### config.mk
export PLATFORM = sky130hd
export DESIGN_NAME = spi_slave
export DESIGN_NICKNAME = d
export VERILOG_FILES = /design/src/rtl/spi_slave.sv
export SDC_FILE = /design/constraint.sdc
export NUM_CORES = 1
export LEC_CHECK = 0
export ABC_CLOCK_PERIOD_IN_PS = 1620
export BUFFER_PORTS_ARGS = -buffer_cell sky130_fd_sc_hd__buf_2
export CORE_ASPECT_RATIO = 1.1
export CORE_MARGIN = 4
export CORE_UTILIZATION = 54
export CTS_BUF_LIST = sky130_fd_sc_hd__clkbuf_4 sky130_fd_sc_hd__clkbuf_8
export CTS_CLUSTER_SIZE = 14
export DETAILED_ROUTE_END_ITERATION = 10
export GPL_TIMING_DRIVEN = 0
export PLACE_DENSITY_LB_ADDON = 0.15
export SETUP_SLACK_MARGIN = 0.4
export SLEW_MARGIN = 20
export SYNTH_ARGS = -nofsm -noshare
export SYNTH_HDL_FRONTEND = slang
export SYNTH_SLANG_ARGS = --single-unit
### constraint.sdc
create_clock -name clk -period 1.62 [get_ports clk]
set_input_delay 0.162 -clock clk [delete_from_list [all_inputs] [get_ports clk]]
set_output_delay 0.162 -clock clk [all_outputs]
set_load 0.1 [all_outputs]
### src/rtl/spi_slave.sv
// SPI mode-0 responder: oversamples sclk/cs_n/mosi in the clk domain, delivers
// received bytes as strobes and pulls transmit bytes through a valid/ack port.
module spi_slave #(
    parameter int unsigned SYNC_STAGES = 2
) (
    input  logic       clk,
    input  logic       rst,
    input  logic       sclk,
    input  logic       cs_n,
    input  logic       mosi,
    output logic       miso,
    output logic [7:0] rx_data,
    output logic       rx_valid,
    output logic       rx_abort,
    input  logic [7:0] tx_data,
    input  logic       tx_valid,
    output logic       tx_ack,
    output logic       tx_underrun,
    output logic       busy
);
    localparam int unsigned DW  = 8;
    localparam int unsigned BCW = 3;

    typedef enum logic {IDLE = 1'b0, ACTIVE = 1'b1} state_e;

    state_e              state_q, state_d;
    logic [SYNC_STAGES-1:0] sclk_sync_q, cs_sync_q, mosi_sync_q;
    logic                sclk_hist_q, cs_hist_q;
    logic [DW-1:0]       rx_shift_q, rx_shift_d;
    logic [DW-1:0]       tx_shift_q, tx_shift_d;
    logic [DW-1:0]       rx_data_q, rx_data_d;
    logic [BCW-1:0]      bit_cnt_q, bit_cnt_d;
    logic                byte_done_q, byte_done_d;
    logic                miso_q, miso_d;
    logic                rx_valid_q, rx_valid_d;
    logic                rx_abort_q, rx_abort_d;
    logic                tx_ack_q, tx_ack_d;
    logic                tx_underrun_q, tx_underrun_d;
    logic                load_tx;

    logic sclk_s, cs_s, mosi_s;
    logic sclk_rise, sclk_fall, cs_fall, cs_rise;

    // Pin synchronizers plus one history flop for edge detection
    always_ff @(posedge clk) begin
        if (rst) begin
            sclk_sync_q <= '0;
            cs_sync_q   <= '0;
            mosi_sync_q <= '0;
            sclk_hist_q <= 1'b0;
            cs_hist_q   <= 1'b0;
        end else begin
            sclk_sync_q <= {sclk_sync_q[SYNC_STAGES-2:0], sclk};
            cs_sync_q   <= {cs_sync_q[SYNC_STAGES-2:0], cs_n};
            mosi_sync_q <= {mosi_sync_q[SYNC_STAGES-2:0], mosi};
            sclk_hist_q <= sclk_sync_q[SYNC_STAGES-1];
            cs_hist_q   <= cs_sync_q[SYNC_STAGES-1];
        end
    end

    assign sclk_s    = sclk_sync_q[SYNC_STAGES-1];
    assign cs_s      = cs_sync_q[SYNC_STAGES-1];
    assign mosi_s    = mosi_sync_q[SYNC_STAGES-1];
    assign sclk_rise = sclk_s & ~sclk_hist_q;
    assign sclk_fall = ~sclk_s & sclk_hist_q;
    assign cs_fall   = ~cs_s & cs_hist_q;
    assign cs_rise   = cs_s & ~cs_hist_q;

    always_ff @(posedge clk) begin
        if (rst) state_q <= IDLE;
        else     state_q <= state_d;
    end

    always_comb begin
        state_d = state_q;
        case (state_q)
            IDLE:    if (cs_fall) state_d = ACTIVE;
            ACTIVE:  if (cs_rise) state_d = IDLE;
            default: state_d = IDLE;
        endcase
    end

    // Datapath and strobe next-state; cs_rise takes priority over sclk edges
    always_comb begin
        rx_shift_d    = rx_shift_q;
        tx_shift_d    = tx_shift_q;
        rx_data_d     = rx_data_q;
        bit_cnt_d     = bit_cnt_q;
        byte_done_d   = byte_done_q;
        rx_valid_d    = 1'b0;
        rx_abort_d    = 1'b0;
        tx_ack_d      = 1'b0;
        tx_underrun_d = 1'b0;
        load_tx       = 1'b0;
        case (state_q)
            IDLE: begin
                if (cs_fall) begin
                    bit_cnt_d   = '0;
                    byte_done_d = 1'b0;
                    load_tx     = 1'b1;
                end
            end
            ACTIVE: begin
                if (cs_rise) begin
                    rx_abort_d = (bit_cnt_q != '0);
                end else if (sclk_rise) begin
                    rx_shift_d = {rx_shift_q[DW-2:0], mosi_s};
                    bit_cnt_d  = BCW'(bit_cnt_q + BCW'(1));
                    if (bit_cnt_q == BCW'(DW - 1)) begin
                        rx_data_d   = {rx_shift_q[DW-2:0], mosi_s};
                        rx_valid_d  = 1'b1;
                        byte_done_d = 1'b1;
                    end
                end else if (sclk_fall) begin
                    if (byte_done_q) begin
                        load_tx     = 1'b1;
                        byte_done_d = 1'b0;
                    end else begin
                        tx_shift_d = {tx_shift_q[DW-2:0], 1'b0};
                    end
                end
            end
            default: ;
        endcase
        if (load_tx) begin
            if (tx_valid) begin
                tx_shift_d = tx_data;
                tx_ack_d   = 1'b1;
            end else begin
                tx_shift_d    = '0;
                tx_underrun_d = 1'b1;
            end
        end
        miso_d = (state_d == ACTIVE) ? tx_shift_d[DW-1] : 1'b0;
    end

    always_ff @(posedge clk) begin
        if (rst) begin
            rx_shift_q    <= '0;
            tx_shift_q    <= '0;
            rx_data_q     <= '0;
            bit_cnt_q     <= '0;
            byte_done_q   <= 1'b0;
            miso_q        <= 1'b0;
            rx_valid_q    <= 1'b0;
            rx_abort_q    <= 1'b0;
            tx_ack_q      <= 1'b0;
            tx_underrun_q <= 1'b0;
        end else begin
            rx_shift_q    <= rx_shift_d;
            tx_shift_q    <= tx_shift_d;
            rx_data_q     <= rx_data_d;
            bit_cnt_q     <= bit_cnt_d;
            byte_done_q   <= byte_done_d;
            miso_q        <= miso_d;
            rx_valid_q    <= rx_valid_d;
            rx_abort_q    <= rx_abort_d;
            tx_ack_q      <= tx_ack_d;
            tx_underrun_q <= tx_underrun_d;
        end
    end

    assign miso        = miso_q;
    assign rx_data     = rx_data_q;
    assign rx_valid    = rx_valid_q;
    assign rx_abort    = rx_abort_q;
    assign tx_ack      = tx_ack_q;
    assign tx_underrun = tx_underrun_q;
    assign busy        = (state_q == ACTIVE);

endmodule
Word-level counts from Yosys, hierarchy flattened
Index checks and enable logic that the tools add are counted.
Storage, ports and cells
  flip-flop bits (word level): 41
  output and inout port bits: 14
Cells by class
  bitwise operators: 13
  reductions and logical operators: 12
  eq/ne operators: 9
  mux-type cells: 28
  $add $sub $neg: 1
Operators with widths (number)
  two-way mux 8 bit: 7
  two-way mux 1 bit: 14
  two-way mux 3 bit: 3
  NOT 1 bit: 9
  inequality test 2 bit (second input constant): 4
  AND reduction 4 bit: 2
  one-hot mux 1 bit (2 select lines): 3
  one-hot mux 3 bit (2 select lines): 1
  AND reduction 3 bit: 2
  AND reduction 5 bit: 1
  AND 1 bit: 4
  inequality test 2 x 1 -> 1 bit (second input constant): 2
  nonzero test 2 bit: 2
  OR reduction 2 bit: 2
  OR reduction 4 bit: 1
  adder 3 x 1 -> 3 bit (second input constant): 1
  == test 3 bit (second input constant): 1
  inequality test 3 x 1 -> 1 bit (second input constant): 1
  inequality test 3 x 2 -> 1 bit (second input constant): 1
  nonzero test 3 bit: 1
  OR reduction 3 bit: 1

Longest topological paths before layout
Gate-level depths: netlist of run 1.
  word-level depth: 8
  depth in mapped cells: 7
  depth with buffers taken out: 5

Worst setup path after synthesis of run 1
OpenSTA, ideal clock, no wires.
  kind: reg2reg
  start point: register state_q, in the netlist busy
  end point: register tx_shift_q[0]
  data required time: 1504 ps
  data arrival time: 2009 ps
  buffers on the path: 1
  cell stages (with the launch flop): 6
  setup time: 116 ps
  period minus slack after synthesis: 2124 ps
  path slack: -504 ps
  cells stage by stage: dfxtp_1 -> buf_4 -> inv_1 -> o31ai_2 -> nor3b_1 -> a31o_1
On the way
  cells in the longest elaborated chain, start to end: 4
  elaborated cells between the ends (all ways): 9
  classes of those cells: eq/ne (3); mux (2); bitwise (1); reduce/logical (3)
Ends and longest elaborated chain
  start: declaration: line 26  | state_e state_q, state_d;
  start signal: assignment: line 71  | else state_q <= state_d;
  NOT 1 bit
  one-hot mux 1 bit (2 select lines): line 95  | case (state_q)
  inequality test 2 bit (no line), or another cell as far along
  AND reduction 5 bit (no line)
  end signal: assignment: line 151  | tx_shift_q <= tx_shift_d;
  end: declaration: line 30  | logic [DW-1:0] tx_shift_q, tx_shift_d;
Several ways; a longest one is shown, not always the timed one.
A chain may end at the register's enable or synchronous reset.

Final worst setup path of run 1
  start point: register state_q, in the netlist busy
  end point: register miso_q, in the netlist miso
On the way
  cells in the longest elaborated chain, start to end: 4
  elaborated cells between the ends (all ways): 7
  classes of those cells: mux (4); bitwise (2); reduce/logical (1)
Ends and longest elaborated chain
  NOT 1 bit
  one-hot mux 1 bit (2 select lines): line 76  | case (state_q)
  NOT 1 bit (no line)
  OR reduction 2 bit (no line)
  end signal: assignment: line 155  | miso_q <= miso_d;
  end: declaration: line 34  | logic miso_q, miso_d;
Several ways; a longest one is shown, not always the timed one. The select of a mux whose other input is x is not followed.

==> metrics.cfg, run 1 <==
[job]
cap_violations = 0

[cts]
cts_tree = built
root_buffer = clkbuf_4
numCtsBuffers = 5
clock_path_buffers = 2
cts-htree-levels = 2
clk_latency_ns = 0.36
clkTransAtPathRegs_ns = 0.12
cts_sinks = 41

[critical_path]
r2r-end = miso
cp_top_family = buffers and inverters
cp_slowest_stage_delay_ns = 0.37
cp_data_arrival_time_ns = 1.69
cp_data_required_time_ns = 1.91
worstSetupPathType = reg2reg
reg2reg_depth = 6
r2r_start = busy
critPathSlowestCell = dfxtp_4
cp-start-kind = flop
cp-end-kind = flop
regToRegSetupSlack_ns = 0.21
crit_fanout = 6
path_cells = buf_8 -> clkinvlp_4 -> buf_6 -> o31ai_4 -> a221oi_2 -> nor3b_2
path_buf_inv = 3

[finish]
area_growth_pct = 44.3
fin_area_um2 = 2460
fin_nets = 254
fillers = 190
most-common-layout-cells = dfxtp_1 (34), buf_4 (21), nand2_1 (16)
drive_gt1_share_pct = 50.8
final_common_cell = dfxtp_1
diodes = 0
stdcell_count = 272

[synth]
syn_inst = 182
avgSynthCellArea_um2 = 9.36
synth.distinct_cells = 37
synth_fa_ha_area_share_pct = 2.20
yosys.area_share.simple_pct = 27.2
muxShareOfSynthArea_pct = 0.661
yosysTopAreaCell = dfxtp_1
synth_nets = 199
synth_ff_type = dfxtp_1
async_flop_share_pct = 0
synth-compound-area-share_pct = 16.4
synth_area_leaders = dfxtp_1 (48%), nand2_1 (5.5%), a21oi_2 (5.1%)
ys_warn_count = 0
ys_seq_area_share_pct = 48.2
synth-xor-area-share_pct = 0
yosysTopAreaCellShare_pct = 48.2
ys_seq_elements = 41
syn_area_um2 = 1700
synth_edf_count = 0
synth_top_family_by_area = simple AND/OR/NAND/NOR gates

[timing]
skew_ns = 0.0162
max_slew_margin_pct = 54.6
hold_viol_final = 0
slew_viol_final = 0
setup_tns_ns = 0
rsz0062_at_grt = true
fmax_ghz = 0.712
period_share_pct = 86.8
period_minus_slack_ns = 1.41
setup-violations-final = 0
worst_slew_pin_slew_ns = 0.681
whs_ns = 0.00701

[power_and_ir_drop]
ir_drop_mv = 0.786
powerDensity_nw_per_um2 = 759
p_leak_uw = 0.000894

[global_route]
grt_pass1_wl_um = 6880
track_usage_pct = 22.5
grt_pass1_vias = 1551
grt_max_degree = 14
overflow = 0
antenna_found_initial = 0

[placed_design]
dp_hpwl_um = 2560
place.gp.congestion = 0.818
place_area_um2 = 1930
dp_cells = 243
portBuffers = 27

[routing]
viasPerCell = 5.64
ant_nets = 0
drt_iter0_drc = 83
wl_per_cell_um = 15.7
finalWirelength_um = 4260
num_vias = 1534
drc = 0
drt_pass1_iterations = 4

[min_path]
hold_path_startpoint = cs_n
min_path_cells = 2
min_delay_worst_endpoint = cs_sync_q[0]
hold_path_class = in2reg

[die]
die_h_um = 66.9
die_area_um2 = 4120
rows = 21
die_w_um = 61.6
top_level_ports = 28
placeableCoreArea_um2 = 3050
initial_core_util_pct = 55.9

[status]
status = completed

[worst max path at each step]
stage            startpoint  cells after the start  slack (ns)       endpoint
3_5_place_dp   bit_cnt_q[0]                      6       -0.06     rx_data[5]
3_3_place_gp   bit_cnt_q[0]                      6      -0.003     rx_data[6]
2_1_floorplan          busy                      5        0.15  tx_shift_q[0]
6_report               busy                      6        0.21           miso
4_1_cts                busy                      5        0.24  tx_shift_q[2]
5_1_grt                busy                      5        0.12  tx_shift_q[2]
[report_power, final]
| group | internal [µW] | leakage (µW) | switching [µW] | total, µW |
|---|---|---|---|---|
| sequential | 1020 | 0.000336 | 12.7 | 1030 |
| combinational | 66.1 | 0.000512 | 82.8 | 149 |
| clock | 345 | 0.0000459 | 340 | 686 |
[state kept, by name, summed over array words and instances, names as in the netlist, 2 cells and up]
| name | flops |
|---|---|
| bit_cnt_q | 3 |
| cs_sync_q | 2 |
| mosi_sync_q | 2 |
| rx_data | 8 |
| rx_shift_q | 7 |
| sclk_sync_q | 2 |
| tx_shift_q | 8 |
[Yosys cell counts (2+ instances only)]
cell type,instances
a21oi_1,13
a21oi_2,10
a221oi_1,7
buf_1,2
buf_4,2
buf_6,2
clkbuf_1,2
dfxtp_1,41
ha_1,3
inv_1,5
nand2_1,25
nand2b_1,2
nand3_1,11
nand3_2,4
nor2_1,11
nor2b_1,12
nor3_1,9
nor3b_1,2
[stage by stage]
step | utilization (%) | setup WS [ns] | total power, µW
after global routing | 80.7 | 0.118 | 1930
final | 80.7 | 0.215 | 1870
after CTS | 75.0 | 0.240 | 1860
after floorplan | - | 0.150 | 1130
after detailed placement | 63.4 | -0.0591 | 1170
after global placement | 63.4 | -0.00272 | 1160
[repair_timing]
action,in CTS,in global routing
endpoints found under the hold margin,0,2
setup endpoints to repair,44,35
gates resized for setup,51,27
gates cloned,1,1
pin swaps,22,5
hold buffers,0,2
buffers inserted,13,4
[routing by layer]
layer  up-vias  wire length, µm  GRT usage, %
met3        10              224          6.20
met2        46             2190          38.9
met1       733             1790          26.0
met4         0               58          7.43
li1        745                -             -
met5         -                0             0
[cell families (layout without fill, tap and decap cells)]
group	Yosys count	count (layout)
buf+inv	15	71
flops	41	41
fa+ha+maj	3	3
compound gates	37	37
simple gates	85	85
mux	1	1
[final cells by class]
cell class / instances / area [µm²] / share of cell area, %
flip-flops and latches: 41 / 837 / 34.0
clock buffers: 6 / 45.0 / 1.83
plain buffers: 10 / 98.8 / 4.02
well taps: 34 / 42.5 / 1.73
inverters: 5 / 22.5 / 0.916
multi-input cells: 126 / 981 / 39.9
clock inverters: 2 / 38.8 / 1.58
repair buffers: 48 / 394 / 16.0
Note: power is estimated with default switching activity, not from simulation.
==> inputs of run 2 (changes only) <==
--- a/config.mk
+++ b/config.mk
@@ -9,11 +9,10 @@
 export BUFFER_PORTS_ARGS = -buffer_cell sky130_fd_sc_hd__buf_2
 export CORE_ASPECT_RATIO = 1.1
 export CORE_MARGIN = 4
-export CORE_UTILIZATION = 54
+export CORE_UTILIZATION = 46
 export CTS_BUF_LIST = sky130_fd_sc_hd__clkbuf_4 sky130_fd_sc_hd__clkbuf_8
 export CTS_CLUSTER_SIZE = 14
 export DETAILED_ROUTE_END_ITERATION = 10
-export GPL_TIMING_DRIVEN = 0
 export PLACE_DENSITY_LB_ADDON = 0.15
 export SETUP_SLACK_MARGIN = 0.4
 export SLEW_MARGIN = 20
==> metrics.cfg, run 2 (same netlist as run 1, synthesis figures left out) <==
[status]
status = completed

[cts]
root_buffer = clkbuf_4
clkTransAtPathRegs_ns = 0.12
numCtsBuffers = 5
clock_path_buffers = 2
cts-htree-levels = 2
cts_tree = built
clk_latency_ns = 0.37
cts_sinks = 41

[finish]
area_growth_pct = 34.6
most-common-layout-cells = dfxtp_1 (35), nand2_1 (25), buf_4 (22)
drive_gt1_share_pct = 42.5
final_common_cell = dfxtp_1
diodes = 0
fin_nets = 244
fin_area_um2 = 2290
fillers = 277

[critical_path]
worstSetupPathType = reg2reg
regToRegSetupSlack_ns = 0.25
cp_data_required_time_ns = 1.89
path_cells = or3b_4 -> o31ai_4 -> buf_6 -> nor3b_2 -> a31o_1
cp_data_arrival_time_ns = 1.64
cp-start-kind = flop
cp-end-kind = flop
cp_top_family = simple AND/OR/NAND/NOR gates
path_buf_inv = 1
cp_slowest_stage_delay_ns = 0.41
critPathSlowestCell = dfxtp_4
crit_fanout = 8

[timing]
fmax_ghz = 0.729
skew_ns = 0.0107
whs_ns = 0.0170
slew_viol_final = 0
rsz0062_at_grt = true
max_slew_margin_pct = 71.5
worst_slew_pin_slew_ns = 0.427
setup-violations-final = 0
hold_viol_final = 0
period_minus_slack_ns = 1.37
period_share_pct = 84.7
setup_tns_ns = 0

[global_route]
overflow = 0
track_usage_pct = 17.2
grt_pass1_wl_um = 6370
antenna_found_initial = 0
grt_pass1_vias = 1391
grt_max_degree = 23

[die]
rows = 22
initial_core_util_pct = 49.5
top_level_ports = 28
die_h_um = 71.8
die_area_um2 = 4740
die_w_um = 66.0
placeableCoreArea_um2 = 3440

[power_and_ir_drop]
powerDensity_nw_per_um2 = 743
p_leak_uw = 0.000819
ir_drop_mv = 0.607

[routing]
finalWirelength_um = 3620
viasPerCell = 5.19
wl_per_cell_um = 13.1
drt_iter0_drc = 83
drt_pass1_iterations = 4
num_vias = 1433
drc = 0
ant_nets = 0

[placed_design]
portBuffers = 27
place.gp.congestion = 0.832
place_area_um2 = 1920
dp_hpwl_um = 2350

[job]
cap_violations = 0

[min_path]
hold_path_class = in2reg

run 2: layout make-up:
type                       instances  area, µm²  share of cell area [%]
inverter                           5       22.5                   0.982
sequential                        41        841                    36.7
timing repair buffer              48        382                    16.6
clock buffer                       6       45.0                    1.96
multi-input combinational        126        930                    40.5
tap                               48       60.1                    2.62
clock inverter                     2       13.8                   0.600
run 2: what timing repair did:
item	CTS	global route
pin swaps	15	5
endpoints found under the setup margin	45	37
buffers inserted	12	2
endpoints found under the hold margin	3	0
hold buffers	3	0
gates resized for setup	41	11
run 2: worst paths after layout:
path / startpoint / end / depth (start not counted)
worst max-delay path: cs_hist_q / tx_shift_q[0] / 5
worst min-delay path: tx_data[0] / tx_shift_q[0] / 2
worst max register to register: cs_hist_q / tx_shift_q[0] / 5
worst min register to register: cs_sync_q[0] / cs_sync_q[1] / 1
run 2: per-stage QoR:
stage                     util (%)  setup slack (ns)  cells  power [µW]
after floorplan                  -             0.150    182        1130
after global placement        55.7             0.144    251        1160
after detailed placement      55.7            0.0921    251        1160
after CTS                     65.0             0.264    274        1720
after global routing          66.7             0.184    276        1780
final                         66.7             0.248    276        1700
run 2: layer usage:
metal / GRT usage, % / share of wire [%] / wire length (µm)
met1: 20.3 / 44 / 1600
met5: 0 / 0 / 0
met4: 8.35 / 2.5 / 89
met2: 28.4 / 49 / 1770
met3: 5.02 / 4.5 / 161
run 2: power by group:
group	switching (µW)	internal, µW	total (µW)
registers	15.2	1020	1030
clock network	347	188	535
logic	75.2	59.5	135
total	438	1270	1700
